[src/rtl/int2float_pkg.sv]
// rtl/int2float_pkg.sv - shared types, widths and saturation helpers for the int-to-minifloat pipe
package int2float_pkg;

    // Default format: 11-bit integer in, 3-bit exponent, 4-bit explicit-one mantissa
    localparam int DEF_IN_W  = 11;
    localparam int DEF_EXP_W = 3;
    localparam int DEF_MAN_W = 4;

    // Packed result in the default format (value = man << exp, no bias)
    typedef struct packed {
        logic                 sign;
        logic [DEF_EXP_W-1:0] exp;
        logic [DEF_MAN_W-1:0] man;
    } fp_t;

    // Width of a leading-one index for a w-bit operand
    function automatic int lod_w(input int w);
        return (w < 2) ? 1 : $clog2(w);
    endfunction

    // Largest encodable exponent for an ew-bit field
    function automatic int exp_max(input int ew);
        return (1 << ew) - 1;
    endfunction

    // All-ones mantissa used when the result saturates
    function automatic int man_max(input int mw);
        return (1 << mw) - 1;
    endfunction

    localparam int EXP_MAX = exp_max(DEF_EXP_W);
    localparam int MAN_MAX = man_max(DEF_MAN_W);

endpackage

[src/rtl/int2float_lod.sv]
// rtl/int2float_lod.sv - combinational leading-one detector with zero flag
module int2float_lod
    import int2float_pkg::*;
#(
    parameter int IN_W = DEF_IN_W,
    parameter int LW   = lod_w(IN_W)
) (
    input  logic [IN_W-1:0] data_i,
    output logic [LW-1:0]   idx_o,
    output logic            zero_o
);

    // Scan upward so the highest set bit wins; index is 0 when the operand is zero
    always_comb begin
        idx_o  = '0;
        zero_o = ~|data_i;
        for (int i = 0; i < IN_W; i++) begin
            if (data_i[i]) begin
                idx_o = LW'(i);
            end
        end
    end

endmodule

[src/rtl/int2float_pipe.sv]
// rtl/int2float_pipe.sv - two-stage integer to minifloat converter; INT2FLOAT_RNE_EN enables round-to-nearest-even
module int2float_pipe
    import int2float_pkg::*;
#(
    parameter int IN_W   = DEF_IN_W,
    parameter int EXP_W  = DEF_EXP_W,
    parameter int MAN_W  = DEF_MAN_W,
    parameter int SIGNED = 1,
    parameter int CNT_W  = 16
) (
    input  logic             clk,
    input  logic             rst_n,
    input  logic             in_valid,
    output logic             in_ready,
    input  logic [IN_W-1:0]  in_data,
    output logic             out_valid,
    input  logic             out_ready,
    output logic             out_sign,
    output logic [EXP_W-1:0] out_exp,
    output logic [MAN_W-1:0] out_man,
    output logic             out_sat,
    output logic [CNT_W-1:0] sat_cnt,
    input  logic             sat_clr
);

    localparam int LW   = lod_w(IN_W);
    localparam int EMAX = exp_max(EXP_W);

    logic             s1_advance;
    logic             s2_advance;

    logic             s1_sign_d;
    logic [IN_W-1:0]  s1_mag_d;
    logic [LW-1:0]    s1_p_d;
    logic             s1_zero_d;

    logic             s1_valid_q;
    logic             s1_sign_q;
    logic [IN_W-1:0]  s1_mag_q;
    logic [LW-1:0]    s1_p_q;
    logic             s1_zero_q;

    int               exp_int;
    logic [MAN_W-1:0] man_w;
`ifdef INT2FLOAT_RNE_EN
    logic             guard;
    logic             sticky;
    logic [MAN_W:0]   man_r;
`endif

    logic             sign_d;
    logic [EXP_W-1:0] exp_d;
    logic [MAN_W-1:0] man_d;
    logic             sat_d;

    logic             s2_valid_q;
    logic             sign_q;
    logic [EXP_W-1:0] exp_q;
    logic [MAN_W-1:0] man_q;
    logic             sat_q;
    logic [CNT_W-1:0] sat_cnt_q;

    // S2 moves when its slot is empty or being drained; S1 moves behind it or when empty
    assign s2_advance = !s2_valid_q || out_ready;
    assign s1_advance = s2_advance || !s1_valid_q;
    assign in_ready   = s1_advance;

    // Split the operand into sign and unsigned magnitude (most-negative value fits in IN_W bits)
    always_comb begin
        s1_sign_d = (SIGNED != 0) && in_data[IN_W-1];
        s1_mag_d  = s1_sign_d ? (~in_data + IN_W'(1)) : in_data;
    end

    int2float_lod #(
        .IN_W (IN_W),
        .LW   (LW)
    ) u_lod (
        .data_i (s1_mag_d),
        .idx_o  (s1_p_d),
        .zero_o (s1_zero_d)
    );

    // Stage 1: register sign, magnitude and leading-one position
    always_ff @(posedge clk or negedge rst_n) begin
        if (!rst_n) begin
            s1_valid_q <= 1'b0;
            s1_sign_q  <= 1'b0;
            s1_mag_q   <= '0;
            s1_p_q     <= '0;
            s1_zero_q  <= 1'b1;
        end else if (s1_advance) begin
            s1_valid_q <= in_valid;
            if (in_valid) begin
                s1_sign_q <= s1_sign_d;
                s1_mag_q  <= s1_mag_d;
                s1_p_q    <= s1_p_d;
                s1_zero_q <= s1_zero_d;
            end
        end
    end

    // Normalise the magnitude into exponent/mantissa, optionally round, then saturate
    always_comb begin
        exp_int = 0;
        man_w   = '0;
        sign_d  = 1'b0;
        exp_d   = '0;
        man_d   = '0;
        sat_d   = 1'b0;
`ifdef INT2FLOAT_RNE_EN
        guard   = 1'b0;
        sticky  = 1'b0;
        man_r   = '0;
`endif
        if (!s1_zero_q) begin
            if (int'(s1_p_q) >= MAN_W) begin
                exp_int = int'(s1_p_q) + 1 - MAN_W;
            end
            man_w = MAN_W'(s1_mag_q >> exp_int);
`ifdef INT2FLOAT_RNE_EN
            if (exp_int > 0) begin
                guard  = |((s1_mag_q >> (exp_int - 1)) & IN_W'(1));
                sticky = |(s1_mag_q & ~({IN_W{1'b1}} << (exp_int - 1)));
                man_r  = {1'b0, man_w};
                if (guard && (sticky || man_w[0])) begin
                    man_r = man_r + (MAN_W+1)'(1);
                end
                // A carry out of the mantissa becomes 100..0 with the exponent bumped
                if (man_r[MAN_W]) begin
                    man_w   = MAN_W'(1) << (MAN_W - 1);
                    exp_int = exp_int + 1;
                end else begin
                    man_w = man_r[MAN_W-1:0];
                end
            end
`endif
            sign_d = s1_sign_q;
            if (exp_int > EMAX) begin
                exp_d = '1;
                man_d = MAN_W'(man_max(MAN_W));
                sat_d = 1'b1;
            end else begin
                exp_d = EXP_W'(exp_int);
                man_d = man_w;
            end
        end
    end

    // Stage 2: hold the packed result stable until the consumer takes it
    always_ff @(posedge clk or negedge rst_n) begin
        if (!rst_n) begin
            s2_valid_q <= 1'b0;
            sign_q     <= 1'b0;
            exp_q      <= '0;
            man_q      <= '0;
            sat_q      <= 1'b0;
        end else if (s2_advance) begin
            s2_valid_q <= s1_valid_q;
            if (s1_valid_q) begin
                sign_q <= sign_d;
                exp_q  <= exp_d;
                man_q  <= man_d;
                sat_q  <= sat_d;
            end
        end
    end

    // Count delivered saturated results; clear has priority and the count sticks at all-ones
    always_ff @(posedge clk or negedge rst_n) begin
        if (!rst_n) begin
            sat_cnt_q <= '0;
        end else if (sat_clr) begin
            sat_cnt_q <= '0;
        end else if (s2_valid_q && out_ready && sat_q && !(&sat_cnt_q)) begin
            sat_cnt_q <= sat_cnt_q + CNT_W'(1);
        end
    end

    assign out_valid = s2_valid_q;
    assign out_sign  = sign_q;
    assign out_exp   = exp_q;
    assign out_man   = man_q;
    assign out_sat   = sat_q;
    assign sat_cnt   = sat_cnt_q;

endmodule
[config.mk]
export PLATFORM = sky130hd
export DESIGN_NAME = int2float_pipe
export DESIGN_NICKNAME = d
export VERILOG_FILES = /design/src/rtl/int2float_pkg.sv /design/src/rtl/int2float_lod.sv /design/src/rtl/int2float_pipe.sv
export SDC_FILE = /design/constraint.sdc
export NUM_CORES = 1
export LEC_CHECK = 0
export BUFFER_PORTS_ARGS = -buffer_cell sky130_fd_sc_hd__clkbuf_2
export CORE_MARGIN = 8
export CORE_UTILIZATION = 40
export DETAILED_ROUTE_END_ITERATION = 7
export HOLD_SLACK_MARGIN = 0.15
export PLACE_DENSITY = 0.59
export SYNTH_ARGS = -nofsm -noshare
export SYNTH_HDL_FRONTEND = slang
export SYNTH_HIERARCHICAL = 1
export SYNTH_SLANG_ARGS = --single-unit
[constraint.sdc]
create_clock -name clk -period 1.9 [get_ports clk]
set_input_delay 0.19 -clock clk [delete_from_list [all_inputs] [get_ports clk]]
set_output_delay 0.19 -clock clk [all_outputs]
set_load 0.05 [all_outputs]
[After elaboration in Yosys (flattened, before gate mapping)]
Cells that the tools add are included.
Word-level totals
  input port bits: 16
  word-level logic and storage cells: 55
  output and inout bits: 27
  register bits after elaboration: 44
Cells by class
  order comparisons: 2
  reductions and logical operators: 14
  muxes and demuxes: 22
  shifts and indexed selects: 1
  bitwise logic cells: 1
  add/subtract/negate cells: 4
Operators by type and width (number)
  two-way mux 32 bit: 2
  > comparator 32 x 4 -> 1 bit, second input constant: 1
  two-way mux 16 bit: 2
  >> shifter 11 x 32 -> 4 bit: 1
  two-way mux 4 bit: 5
  two-way mux 3 bit: 6
  adder 16 x 1 -> 16 bit, second input constant: 1
  AND reduction 16 bit: 1
  adder 11 x 1 -> 11 bit, second input constant: 1
  two-way mux 11 bit: 1
  NOT 11 bit: 1
  OR reduction 11 bit: 1
  subtractor 5 x 3 -> 6 bit, second input constant: 1
  adder 4 x 1 -> 5 bit, second input constant: 1
  greater-or-equal comparator 4 x 3 -> 1 bit, second input constant: 1
  zero test 1 bit: 4
  two-way mux 1 bit: 4
  two-way mux 2 bit: 2
  AND reduction 2 bit: 2
  logical AND 1 bit: 3
  logical OR 1 bit: 2
  nonzero test 2 bit: 1

[Depth between registers and ports, before layout]
Gate-level depths: netlist (run 1).
  depth in word-level cells: 13
  depth in mapped cells: 9
  depth with buffers taken out: 9

[Cells and area by module]
The synthesis (run 1) kept the hierarchy.
By module, submodules not included
  int2float_pipe: seq. area each 1102.3 µm², times used 1, area an instance 2596.2 µm², cells each 276
  int2float_lod: seq. area each 0.0 µm², times used 1, area an instance 105.1 µm², cells each 17

[Worst setup path before layout (run 1)]
Ideal clock, no wire load.
  path kind: register to register
  start point: register s2_valid_q, in the netlist out_valid
  end point: register s1_mag_q[6]
  setup time: 0.125 ns
  buffers on the path: 1
  arrival: 2.264 ns
  period minus slack after synthesis: 2.389 ns
  required time: 1.775 ns
  stages on the path, launching flop included: 5
  path slack: -0.489 ns
  cells stage by stage: dfrtp_1 > nand3b_1 > nand2_1 > buf_2 > mux2_2
Between the ends
  longest elaborated chain between the ends: 4
RTL lines
  start: declaration: RTL line int2float_pipe.sv:56  | logic s2_valid_q;
  start signal: assignment: RTL line int2float_pipe.sv:158  | s2_valid_q <= s1_valid_q;
  zero test 1 bit: RTL line int2float_pipe.sv:64  | assign s2_advance = !s2_valid_q || out_ready;
  logical OR 1 bit: RTL line int2float_pipe.sv:64
  logical OR 1 bit: RTL line int2float_pipe.sv:65  | assign s1_advance = s2_advance || !s1_valid_q;
  named net in_ready: RTL line int2float_pipe.sv:14  | output logic in_ready,
  AND reduction 2 bit (no source line)
  end signal: assignment: RTL line int2float_pipe.sv:95  | s1_mag_q <= s1_mag_d;
  end: declaration: RTL line int2float_pipe.sv:39  | logic [IN_W-1:0] s1_mag_q;
The timed path passes the listed nets, and every way through them passes these cells.
A chain may end at the register's enable or synchronous reset.

[Worst setup path after layout (run 1)]
  start point: register s2_valid_q, in the netlist out_valid
  end point: register sat_cnt_q[13], in the netlist sat_cnt[13]
Between the ends
  longest elaborated chain between the ends: 4
RTL lines
  logical AND 1 bit (3 in a row): RTL line int2float_pipe.sv:174  | end else if (s2_valid_q && out_ready && sat_q && !(&sat_cnt_q)) begin
  nonzero test 2 bit (no source line)
  end signal: assignment: RTL line int2float_pipe.sv:175  | sat_cnt_q <= sat_cnt_q + CNT_W'(1);
  end: declaration: RTL line int2float_pipe.sv:61  | logic [CNT_W-1:0] sat_cnt_q;
No other way between the ends.

==> summary.md, run 1 <==
| Metric | Value |
|---|---|
| Count of buffers inserted at the top-level ports | 42 |
| Critical Path RT | around 2.1 ns |
| Metal-1 WL | roughly 3200 um |
| Power share of the combinational group | roughly two fifths |
| Part of the cycle the worst path needs | 92.2% |
| Worst-skew pair later-pin latency | roughly 0.30 ns |
| Highest routed layer | met4 |
| Min-Delay Path Class | input pin to register |
| ANT cells | 0 |
| Shortest clock period the worst path allows after layout | approximately 1.8 ns |
| DP Area | about 3200 um2 |
| DIE AREA | 9640 um2 |
| Final critical-path setup slack | 0.148 ns |
| Total negative slack for setup checks | 0 ns |
| Share of layout cells above drive strength 1 | between 20 and 30% |
| Most frequently used flop master after synthesis | sky130_fd_sc_hd__dfrtp_1 |
| Actual slew at the worst max-slew pin | about 0.52 ns |
| Met2 layer wire length in the routed design | 2810 um |
| Routed vias/inst | 5.36 |
| Utilization of the core after routing | between 50 and 60% |
| Number of global-route vias before repair | 2248 |
| Endpoint kind of the worst setup timing path | register |
| First-pass GRT wire length | 11100 um |
| Total Nets Final | 373 |
| Cell Area, Synth | 2700 um2 |
| Hold Path Depth | 3 |
| Routability Congestion | 0.817 |
| Layout fillers | between 600 and 700 |
| Residual overflow from global routing | 0 |
| Sinks on Clock Net | between 40 and 50 |
| Layout area overhead | 24.4% |
| Cells after DPL | 425 |
| Effective utilization at floorplan | 40.4% |
| DPL Wire Length | about 5000 um |
| Startpoint class of the critical path | register |
| Syn Nets | roughly 310 |
| Setup-violating endpoint count in the final report | 0 |
| Number of maximum-capacitance constraint violations | 0 |
| CTS tree | done |
| TritonCTS buffer count | 5 |
| Power per Cell Area | between 900 and 1000 nW/um2 |
| Total wire length after detailed routing | between 6000 and 7000 um |
| Largest driver fanout on the critical path | 5 |
| Top delay family on crit path | simple AND/OR/NAND/NOR gates |
| Levels on crit path | 5 |
| Maximum clock insertion buffer count | 2 |
| Ys async rst share | between 90% and 100% |
| Largest clock skew in the final design | 0.00543 ns |
| Yosys cell types | 55 |
| Status | finished clean |
| Drt first pass iters | 5 |
| Worst path cell trace | nand3_1, or4_4, a211oi_2, xnor2_1, nor2_1 |
| Switching fraction of total power | approximately two fifths |
| Worst R2R Path Depth | 5 |
| Arrival time worst endpoint | 1.93 ns |
| Clk network pwr share | between 20% and 30% |
| Kind of critical path | register to register |
| Die height | just under 100 um |
| Synthesized area divided by synthesized cell count | 9.22 um2 |
| GR Util All Layers | between 10% and 20% |
| Antenna Violating Nets Remaining | 0 |
| Root buf cell | sky130_fd_sc_hd__clkbuf_8 |
| H-tree depth | 2 |
| EDFF count, synth | 0 |
| F_max | between 500 and 600 MHz |
| Synthesized netlist cell count | a little under 300 |
| Internal Pwr Total | around 2.0 mW |
| Register area share after synthesis | 40.8% |
| Non-filler cells in the finished layout | ~440 |
| Worst slack at placement | -0.0131 ns |
| Unrepaired setup endpoints after global routing | no |
| Max stage delay cell, worst path | sky130_fd_sc_hd__or4_4 |
| Final Hold Fails | 0 |
| Maximum VDD drop | between 0.0003 and 0.0004 V |
| Net switching power | between 1 and 1.5 mW |
| Clock-pin slew on the worst setup and hold paths | around 0.09 ns |
| Violation count after the first detailed-route iteration | 76 |
| Slowest stage delay, CP | 0.62 ns |
| Buffer and inverter count on the worst path | 0 |
| Core Area | 6680 um2 |
| Synth warn | 6 |
| Worst-case headroom to the max-slew limit | between 60% and 70% |
| Routed via count | ~2300 |
| Cell area after layout | between 3000 and 4000 um2 |
| Number of antenna violations at the first check in global routing | 0 |
| Met3 wirelength from detailed routing | 232 um |
| Share of total power in sequential cells | between 30% and 40% |
| Placement Rows | 30 |
| Synth Register Bits | 44 |
| Max-slew violation count | 0 |
| Leakage | about 1.5 nW |
| # IOs | between 40 and 50 |
| Number of resized instances in the post-cts repair step | 0 |
| Maximum number of pins on one net before global-route repair | 27 |
| Count of unresolved DRC violations after routing | 0 |
| Avg WL per Cell | 14.4 um |
| Die width | approximately 98 um |
## cell usage in the layout (no fill, tap or decap), types with 2 or more instances in the layout
master / n
sky130_fd_sc_hd__xor2_1: 4
sky130_fd_sc_hd__nor2_1: 31
sky130_fd_sc_hd__dfrtp_1: 37
sky130_fd_sc_hd__o21ai_1: 7
sky130_fd_sc_hd__nand3_1: 10
sky130_fd_sc_hd__mux2_2: 3
sky130_fd_sc_hd__dlygate4sd3_1: 2
sky130_fd_sc_hd__clkbuf_8: 5
sky130_fd_sc_hd__mux2i_1: 7
sky130_fd_sc_hd__mux2_4: 8
sky130_fd_sc_hd__ha_1: 2
sky130_fd_sc_hd__inv_1: 5
sky130_fd_sc_hd__and4_1: 2
sky130_fd_sc_hd__o21ai_0: 8
sky130_fd_sc_hd__nor3_1: 6
sky130_fd_sc_hd__a211oi_2: 2
sky130_fd_sc_hd__nand3b_1: 4
sky130_fd_sc_hd__dfrtp_2: 6
sky130_fd_sc_hd__or3_1: 2
sky130_fd_sc_hd__mux2_1: 6
sky130_fd_sc_hd__and3_1: 4
sky130_fd_sc_hd__nor4_1: 2
sky130_fd_sc_hd__a22oi_1: 5
sky130_fd_sc_hd__nand2b_1: 8
sky130_fd_sc_hd__a21oi_1: 16
sky130_fd_sc_hd__nand4_1: 6
sky130_fd_sc_hd__o21a_1: 2
sky130_fd_sc_hd__a21boi_1: 2
sky130_fd_sc_hd__o211ai_1: 4
sky130_fd_sc_hd__nand2_1: 32
sky130_fd_sc_hd__xnor2_1: 15
sky130_fd_sc_hd__a32oi_1: 2
sky130_fd_sc_hd__buf_4: 23
sky130_fd_sc_hd__clkbuf_2: 42
sky130_fd_sc_hd__o31ai_1: 4
## power by group through the flow
stage | logic [mW] | clock network [mW] | registers [mW]
5_1_grt | 1.40 | 0.797 | 1.24
2_1_floorplan | 0.653 | 0 | 1.49
4_1_cts | 1.29 | 0.759 | 1.22
3_5_place_dp | 1.28 | 0 | 1.23
3_3_place_gp | 1.27 | 0 | 1.23
6_report | 1.28 | 0.736 | 1.21
## worst reg2reg max path: cells and delay by family, from the launching register on
kind             cells  cell delay, ns
XOR/XNOR             1            0.14
AND/OR/NAND/NOR      3            0.85
flip-flops           1            0.40
AO/OA/AOI/OAI        1            0.25
## per-stage QoR
step	power [mW]	hold WS, ns
6_report	3.23	0.180
5_1_grt	3.43	0.198
3_3_place_gp	2.50	0.184
3_5_place_dp	2.52	0.188
4_1_cts	3.26	0.173
2_1_floorplan	2.15	-0.106
## kinds of logic after synthesis
logic type      after synthesis  synth area share (%)
compound gates               65                  16.7
xor+xnor                     19                  6.16
fa+ha+maj                     3                  1.39
buf+inv                      19                  2.83
flops                        44                  40.8
mux                          25                  10.5
simple gates                118                  21.6
## Yosys cell counts, drive strengths merged (7+ instances only)
| cell type | instances | area [um2] |
|---|---|---|
| nand2b | 8 | 50.1 |
| dfrtp | 43 | 1080 |
| nand2 | 33 | 124 |
| nand3 | 11 | 55.1 |
| nor2 | 31 | 116 |
| a21oi | 17 | 88.8 |
| mux2i | 7 | 70.1 |
| mux2 | 17 | 191 |
| clkbuf | 9 | 35.0 |
| xnor2 | 15 | 131 |
| o21ai | 15 | 75.1 |
| nor3 | 7 | 35.0 |
## path summary, 6_finish.rpt
kind | from | to | slack [ns]
min in group asynchronous | rst_n | s1_mag_q[0] | 0.39
hold reg to reg | out_sign | out_sign | 0.49
max in group asynchronous | rst_n | s1_zero_q | 0.92
hold / removal | in_data[0] | s1_mag_q[0] | 0.18
setup reg to reg | out_valid | sat_cnt[13] | 0.15
setup / recovery | out_valid | sat_cnt[13] | 0.15
## layout make-up
cell class	instances	area, um2	share of cell area, %
repair buffers	68	423	12.6
multi-input cells	230	1590	47.4
inverters	5	18.8	0.559
clock buffers	5	68.8	2.05
clock inverters	3	46.3	1.38
flip-flops and latches	44	1110	33.0
well taps	80	100	2.98
## sequential cells by signal, indices dropped and copies added (netlist names)
register	cells
s1_sign_q	1
out_sat	1
out_valid	1
sat_cnt	16
s1_valid_q	1
s1_zero_q	1
out_sign	1
s1_mag_q	11
out_man	4
s1_p_q	4
out_exp	3
## metal layers
layer,global-route usage (%),vias up
met4,4.96,0
met3,2.84,5
li1,-,1185
met1,18.8,1103
met2,21.5,38
met5,0,-
## repair_timing
action	CTS	global route
setup endpoints to repair	0	0
hold endpoints to repair	19	0
hold buffers	2	0
buffers inserted	0	0
Power figures use the tool's default switching activity.
==> run 2, diff against run 1 <==
--- a/config.mk
+++ b/config.mk
@@ -6,6 +6,7 @@
 export NUM_CORES = 1
 export LEC_CHECK = 0
 export BUFFER_PORTS_ARGS = -buffer_cell sky130_fd_sc_hd__clkbuf_2
+export CORE_ASPECT_RATIO = 0.75
 export CORE_MARGIN = 8
 export CORE_UTILIZATION = 40
 export DETAILED_ROUTE_END_ITERATION = 7
==> summary.md, run 2 (synthesis results as in run 1) <==
| Metric | Value |
|---|---|
| Status | finished clean |
| Placement Rows | 26 |
| Unrepaired setup endpoints after global routing | no |
| Total Nets Final | between 300 and 400 |
| Maximum clock insertion buffer count | 2 |
| Switching fraction of total power | between 30% and 40% |
| DP Area | between 3000 and 4000 um2 |
| Effective utilization at floorplan | about two fifths |
| Leakage | about 1.5 nW |
| Worst Hold Margin | 0.147 ns |
| Share of layout cells above drive strength 1 | between 30 and 40% |
| Hold Crit Start | in_valid |
| Layout fillers | ~640 |
| Sinks on Clock Net | 44 |
| Number of maximum-capacitance constraint violations | 0 |
| Antenna Violating Nets Remaining | 0 |
| Shortest clock period the worst path allows after layout | approximately 1.8 ns |
| Endpoint, Worst Hold | s1_valid_q |
| Residual overflow from global routing | 0 |
| GR Util All Layers | a little over an eighth |
| Number of global-route vias before repair | 2170 |
| TritonCTS buffer count | 5 |
| ANT cells | 0 |
| Count of unresolved DRC violations after routing | 0 |
| RR Startpoint | out_valid |
| Arrival time worst endpoint | 1.96 ns |
| Startpoint class of the critical path | register |
| # IOs | 43 |
| Maximum VDD drop | 0.000419 V |
| Maximum number of pins on one net before global-route repair | 19 |
| Total negative slack for setup checks | 0 ns |
| Endpoint kind of the worst setup timing path | register |
| Actual slew at the worst max-slew pin | between 0.4 and 0.5 ns |
| Sequential cell area | between 1000 and 1500 um2 |
| DIE AREA | a little under 10000 um2 |
| Largest driver fanout on the critical path | 5 |
| Die height | slightly below 90 um |
| Routed vias/inst | between 5 and 6 |
| Drt first pass iters | 4 |
| Area taken by multi-input logic gates | approximately 1600 um2 |
| Setup-violating endpoint count in the final report | 0 |
| Final Hold Fails | 0 |
| Violation count after the first detailed-route iteration | between 70 and 80 |
| Root buf cell | sky130_fd_sc_hd__clkbuf_8 |
| Minimum setup slack among reg-to-reg paths | about 0.12 ns |
| Clk network pwr share | ~23% |
| Internal Pwr Total | 1.97 mW |
| Die width | between 100 and 150 um |
| Routability Congestion | approximately 0.8 |
| Max-slew violation count | 0 |
| Number of resized instances in the post-cts repair step | 0 |
| Max FFs per register | 16 |
| Cell area after layout | between 3000 and 4000 um2 |
| Most common cell after layout, fill and taps aside | sky130_fd_sc_hd__clkbuf_2 |
| Largest clock skew in the final design | about 0.0037 ns |
| CTS tree | done |
| Worst-skew pair later-pin latency | 0.30 ns |
| Total wire length after detailed routing | ~6600 um |
| DPL Wire Length | between 5000 and 6000 um |
| Clock-pin slew on the worst setup and hold paths | 0.09 ns |
| Count of buffers inserted at the top-level ports | 42 |
| H-tree depth | 2 |
| First-pass GRT wire length | around 11000 um |
| Min-Delay Path Class | input pin to register |
| Capture instance of the worst register-to-register path | sat_cnt[11] |
| Hold Path Depth | 2 |
| Share of total power in sequential cells | 37.8% |
| Routed via count | between 2000 and 2500 |
| Net switching power | between 1 and 1.5 mW |
| Power per Cell Area | between 900 and 1000 nW/um2 |
| Worst-case headroom to the max-slew limit | between 60% and 70% |
| Core Area | between 6000 and 7000 um2 |
| Highest-count cells in the layout ignoring fill and taps | 42 x sky130_fd_sc_hd__clkbuf_2, 37 x sky130_fd_sc_hd__dfrtp_1, 32 x sky130_fd_sc_hd__nand2_1 |
| Number of antenna violations at the first check in global routing | 0 |
| Kind of critical path | register to register |
| Layout area overhead | 24.6% |
| Part of the cycle the worst path needs | a little over nine tenths |
| Worst R2R Path Depth | 5 |
| Critical Path RT | around 2.1 ns |
| Power share of the combinational group | 39.6% |
| Avg WL per Cell | between 10 and 15 um |
| Utilization of the core after routing | ~50% |
| F_max | between 500 and 600 MHz |
==> run 2: cell count changes in the layout (fill, tap and decap cells not counted), sizes merged <==
cell / previous run / this run
clkinv: 0 / 2
inv: 6 / 5
dlygate4sd3: 2 / 1
buf: 24 / 27
clkinvlp: 1 / 0
==> run 2: power by group through the flow <==
stage                     registers [mW]  clock network [mW]  logic (mW)
after floorplan                     1.49                   0       0.653
after global placement              1.23                   0        1.27
after detailed placement            1.24                   0        1.28
after CTS                           1.23               0.747        1.29
after global routing                1.25               0.800        1.39
final                               1.22               0.732        1.28
==> run 2: layer usage <==
metal / vias to the layer above / track usage [%] / part of all wire (%)
li1: 1192 / - / -
met1: 1117 / 20.3 / 54
met2: 53 / 18.9 / 41
met3: 4 / 3.03 / 4.4
met4: 0 / 4.40 / 1.0
met5: - / 0 / 0
==> run 2: what timing repair did <==
item | 4_1_cts | 5_1_grt
buffers inserted | 0 | 0
hold endpoints to repair | 22 | 0
hold buffers | 1 | 0
==> run 2: how the worst max path moves through the flow <==
stage	startpoint	end	cells past startpoint
3_3_place_gp	in_data[5]	s1_p_q[3]	7
5_1_grt	s1_p_q[1]	out_man[3]	6
2_1_floorplan	sat_cnt[0]	sat_cnt[7]	8
6_report	out_valid	sat_cnt[11]	5
4_1_cts	out_valid	sat_cnt[11]	5
3_5_place_dp	in_data[5]	s1_p_q[3]	7
==> run 2: final cells by class <==
class,instances,share of cell area [%]
clock buffers,5,2.04
clock inverters,3,1.41
inverters,5,0.558
multi-input cells,230,47.3
flip-flops and latches,44,33.0
well taps,84,3.12
repair buffers,70,12.6
==> run 2: worst max-delay path: stages, from the launching register on <==
cell and delay (ns):
sky130_fd_sc_hd__dfrtp_2 0.40, sky130_fd_sc_hd__nand3_1 0.17, sky130_fd_sc_hd__or4_4 0.62, sky130_fd_sc_hd__a211oi_2 0.25, sky130_fd_sc_hd__xnor2_1 0.15, sky130_fd_sc_hd__nor2_1 0.06
==> run 2: through the flow <==
step                setup WS, ns  instances  power (mW)
global route              0.0169        441        3.43
CTS                       0.0958        441        3.26
detailed placement       -0.0164        432        2.53
floorplan                 -0.119        293        2.15
global placement          0.0252        432        2.50
finish                     0.119        441        3.24
==> run 3, diff against run 2 <==
--- a/config.mk
+++ b/config.mk
@@ -11,7 +11,8 @@
 export CORE_UTILIZATION = 40
 export DETAILED_ROUTE_END_ITERATION = 7
 export HOLD_SLACK_MARGIN = 0.15
-export PLACE_DENSITY = 0.59
+export PLACE_DENSITY = 0.57
+export SLEW_MARGIN = 20
 export SYNTH_ARGS = -nofsm -noshare
 export SYNTH_HDL_FRONTEND = slang
 export SYNTH_HIERARCHICAL = 1
==> constraint.sdc (replaced) <==
create_clock -name clk -period 2.1 [get_ports clk]
set_input_delay 0.21 -clock clk [delete_from_list [all_inputs] [get_ports clk]]
set_output_delay 0.21 -clock clk [all_outputs]
set_load 0.05 [all_outputs]
==> summary.md, run 3 (synthesis results as in run 1) <==
| Metric | Value |
|---|---|
| Final Hold Fails | 0 |
| Part of the cycle the worst path needs | between 80% and 90% |
| CTS tree | done |
| Worst-skew pair later-pin latency | 0.30 ns |
| Startpoint class of the critical path | register |
| Leakage | around 1.4 nW |
| Internal Pwr Total | 1.73 mW |
| H-tree depth | 2 |
| Clock-pin slew on the worst setup and hold paths | around 0.09 ns |
| Largest driver fanout on the critical path | 9 |
| Power share of the combinational group | roughly 39% |
| Setup Fix Bufs, Post-CTS | 0 |
| TritonCTS buffer count | 5 |
| Status | finished clean |
| Count of buffers inserted at the top-level ports | between 40 and 50 |
| Max FFs per register | 16 |
| Setup-violating endpoint count in the final report | 0 |
| RR Startpoint | sat_cnt[0] |
| Capture instance of the worst register-to-register path | sat_cnt[7] |
| First-pass GRT wire length | between 10000 and 15000 um |
| Number of maximum-capacitance constraint violations | 0 |
| Number of global-route vias before repair | 2250 |
| Maximum VDD drop | about 0.00036 V |
| Count of unresolved DRC violations after routing | 0 |
| Routed via count | between 2000 and 2500 |
| Critical Path Start | sat_cnt[0] |
| Number of resized instances in the post-cts repair step | 0 |
| Clk network pwr share | between 20% and 30% |
| Die width | approximately 110 um |
| Kind of critical path | register to register |
| Layout area overhead | 19.0% |
| Total Nets Final | ~370 |
| Actual slew at the worst max-slew pin | 0.619 ns |
| Arrival time worst endpoint | ~2.0 ns |
| Placement Rows | 26 |
| Worst Hold Margin | between 0.2 and 0.25 ns |
| Avg WL per Cell | about 15 um |
| ANT cells | 0 |
| Total negative slack for setup checks | 0 ns |
| DIE AREA | slightly below 10000 um2 |
| Die height | 87.2 um |
| Worst R2R Path Depth | 6 |
| Min-Delay Path Class | input pin to register |
| Minimum setup slack among reg-to-reg paths | between 0.2 and 0.3 ns |
| F_max | 543 MHz |
| Share of layout cells above drive strength 1 | between 20% and 30% |
| Unrepaired setup endpoints after global routing | no |
| Core Area | 6670 um2 |
| Antenna Violating Nets Remaining | 0 |
| Sinks on Clock Net | 44 |
| Net switching power | between 1 and 1.5 mW |
| Shortest clock period the worst path allows after layout | ~1.8 ns |
| Setup crit end | sat_cnt[7] |
| Total wire length after detailed routing | 6560 um |
| Largest clock skew in the final design | approximately 0.0080 ns |
| Maximum number of pins on one net before global-route repair | 25 |
| Switching fraction of total power | roughly two fifths |
| Maximum clock insertion buffer count | 2 |
| Most common cell after layout, fill and taps aside | sky130_fd_sc_hd__clkbuf_2 |
| Critical Path RT | about 2.3 ns |
| DPL Wire Length | around 5000 um |
| # IOs | 43 |
| Routed vias/inst | about 5.3 |
| Effective utilization at floorplan | around two fifths |
| Number of antenna violations at the first check in global routing | 0 |
| Violation count after the first detailed-route iteration | between 90 and 100 |
| Share of total power in sequential cells | between 30% and 40% |
| Residual overflow from global routing | 0 |
| GR Util All Layers | ~14% |
| Max-slew violation count | 0 |
| Endpoint kind of the worst setup timing path | register |
| Highest-count cells in the layout ignoring fill and taps | 42 x sky130_fd_sc_hd__clkbuf_2, 40 x sky130_fd_sc_hd__dfrtp_1, 32 x sky130_fd_sc_hd__nand2_1 |
| Power per Cell Area | roughly 900 nW/um2 |
| Drt first pass iters | 4 |
| Routability Congestion | between 0.8 and 0.9 |
| Worst-case headroom to the max-slew limit | about three fifths |
| Root buf cell | sky130_fd_sc_hd__clkbuf_8 |
==> run 3: worst min path at each step <==
| stage | slack [ns] | to | cells past startpoint | from |
|---|---|---|---|---|
| final | 0.20 | s1_mag_q[0] | 3 | in_data[0] |
| after CTS | 0.19 | s1_mag_q[0] | 3 | in_data[0] |
| after global routing | 0.20 | s1_mag_q[0] | 3 | in_data[0] |
| after detailed placement | 0.26 | s1_mag_q[0] | 1 | rst_n |
| after floorplan | -0.09 | out_exp[0] | 0 | rst_n |
| after global placement | 0.27 | s1_mag_q[0] | 1 | rst_n |
==> run 3: area by class of cell <==
| class | count | area [um2] |
|---|---|---|
| Inverter | 5 | 18.8 |
| Multi-Input combinational cell | 230 | 1530 |
| Fill cell | 654 | 3450 |
| Clock buffer | 6 | 72.6 |
| Clock inverter | 2 | 35.0 |
| Tap cell | 84 | 105 |
| Sequential cell | 44 | 1110 |
| Timing Repair Buffer | 60 | 350 |
==> run 3: metal layers <==
| metal | up-vias | GRT usage [%] | share of wire (%) |
|---|---|---|---|
| li1 | 1167 | - | - |
| met1 | 1093 | 21.1 | 56 |
| met2 | 39 | 19.9 | 40 |
| met3 | 4 | 3.03 | 3.3 |
| met4 | 0 | 3.91 | 0.78 |
| met5 | - | 0 | 0 |
==> run 3: stage by stage <==
stage	setup slack [ns]	total power, mW	cells	instance area, um2	util, %
3_3_place_gp	0.168	2.21	421	3090	46.3
2_1_floorplan	0.00293	1.91	293	2710	-
3_5_place_dp	0.144	2.22	421	3090	46.3
6_report	0.258	2.85	431	3220	48.2
5_1_grt	0.162	3.04	431	3220	48.2
4_1_cts	0.256	2.89	431	3220	48.2
==> run 3: repair_timing <==
| action | in CTS | in global routing |
|---|---|---|
| endpoints found under the setup margin | 0 | 0 |
| endpoints found under the hold margin | 23 | 0 |
| hold buffers | 2 | 0 |
==> run 3: critical path: stages, from the launching register on <==
cell and delay, ns:
sky130_fd_sc_hd__dfrtp_2 0.41, sky130_fd_sc_hd__ha_2 0.20, sky130_fd_sc_hd__and4_1 0.21, sky130_fd_sc_hd__and2_1 0.27
sky130_fd_sc_hd__a21oi_2 0.21, sky130_fd_sc_hd__nand3_1 0.11, sky130_fd_sc_hd__mux2_1 0.32
==> run 3: power groups by stage <==
| stage | Sequential, mW | Clock [mW] | Combinational [mW] |
|---|---|---|---|
| after global placement | 1.11 | 0 | 1.10 |
| after global routing | 1.12 | 0.712 | 1.20 |
| after detailed placement | 1.11 | 0 | 1.11 |
| after CTS | 1.10 | 0.676 | 1.11 |
| after floorplan | 1.35 | 0 | 0.563 |
| final | 1.10 | 0.647 | 1.11 |
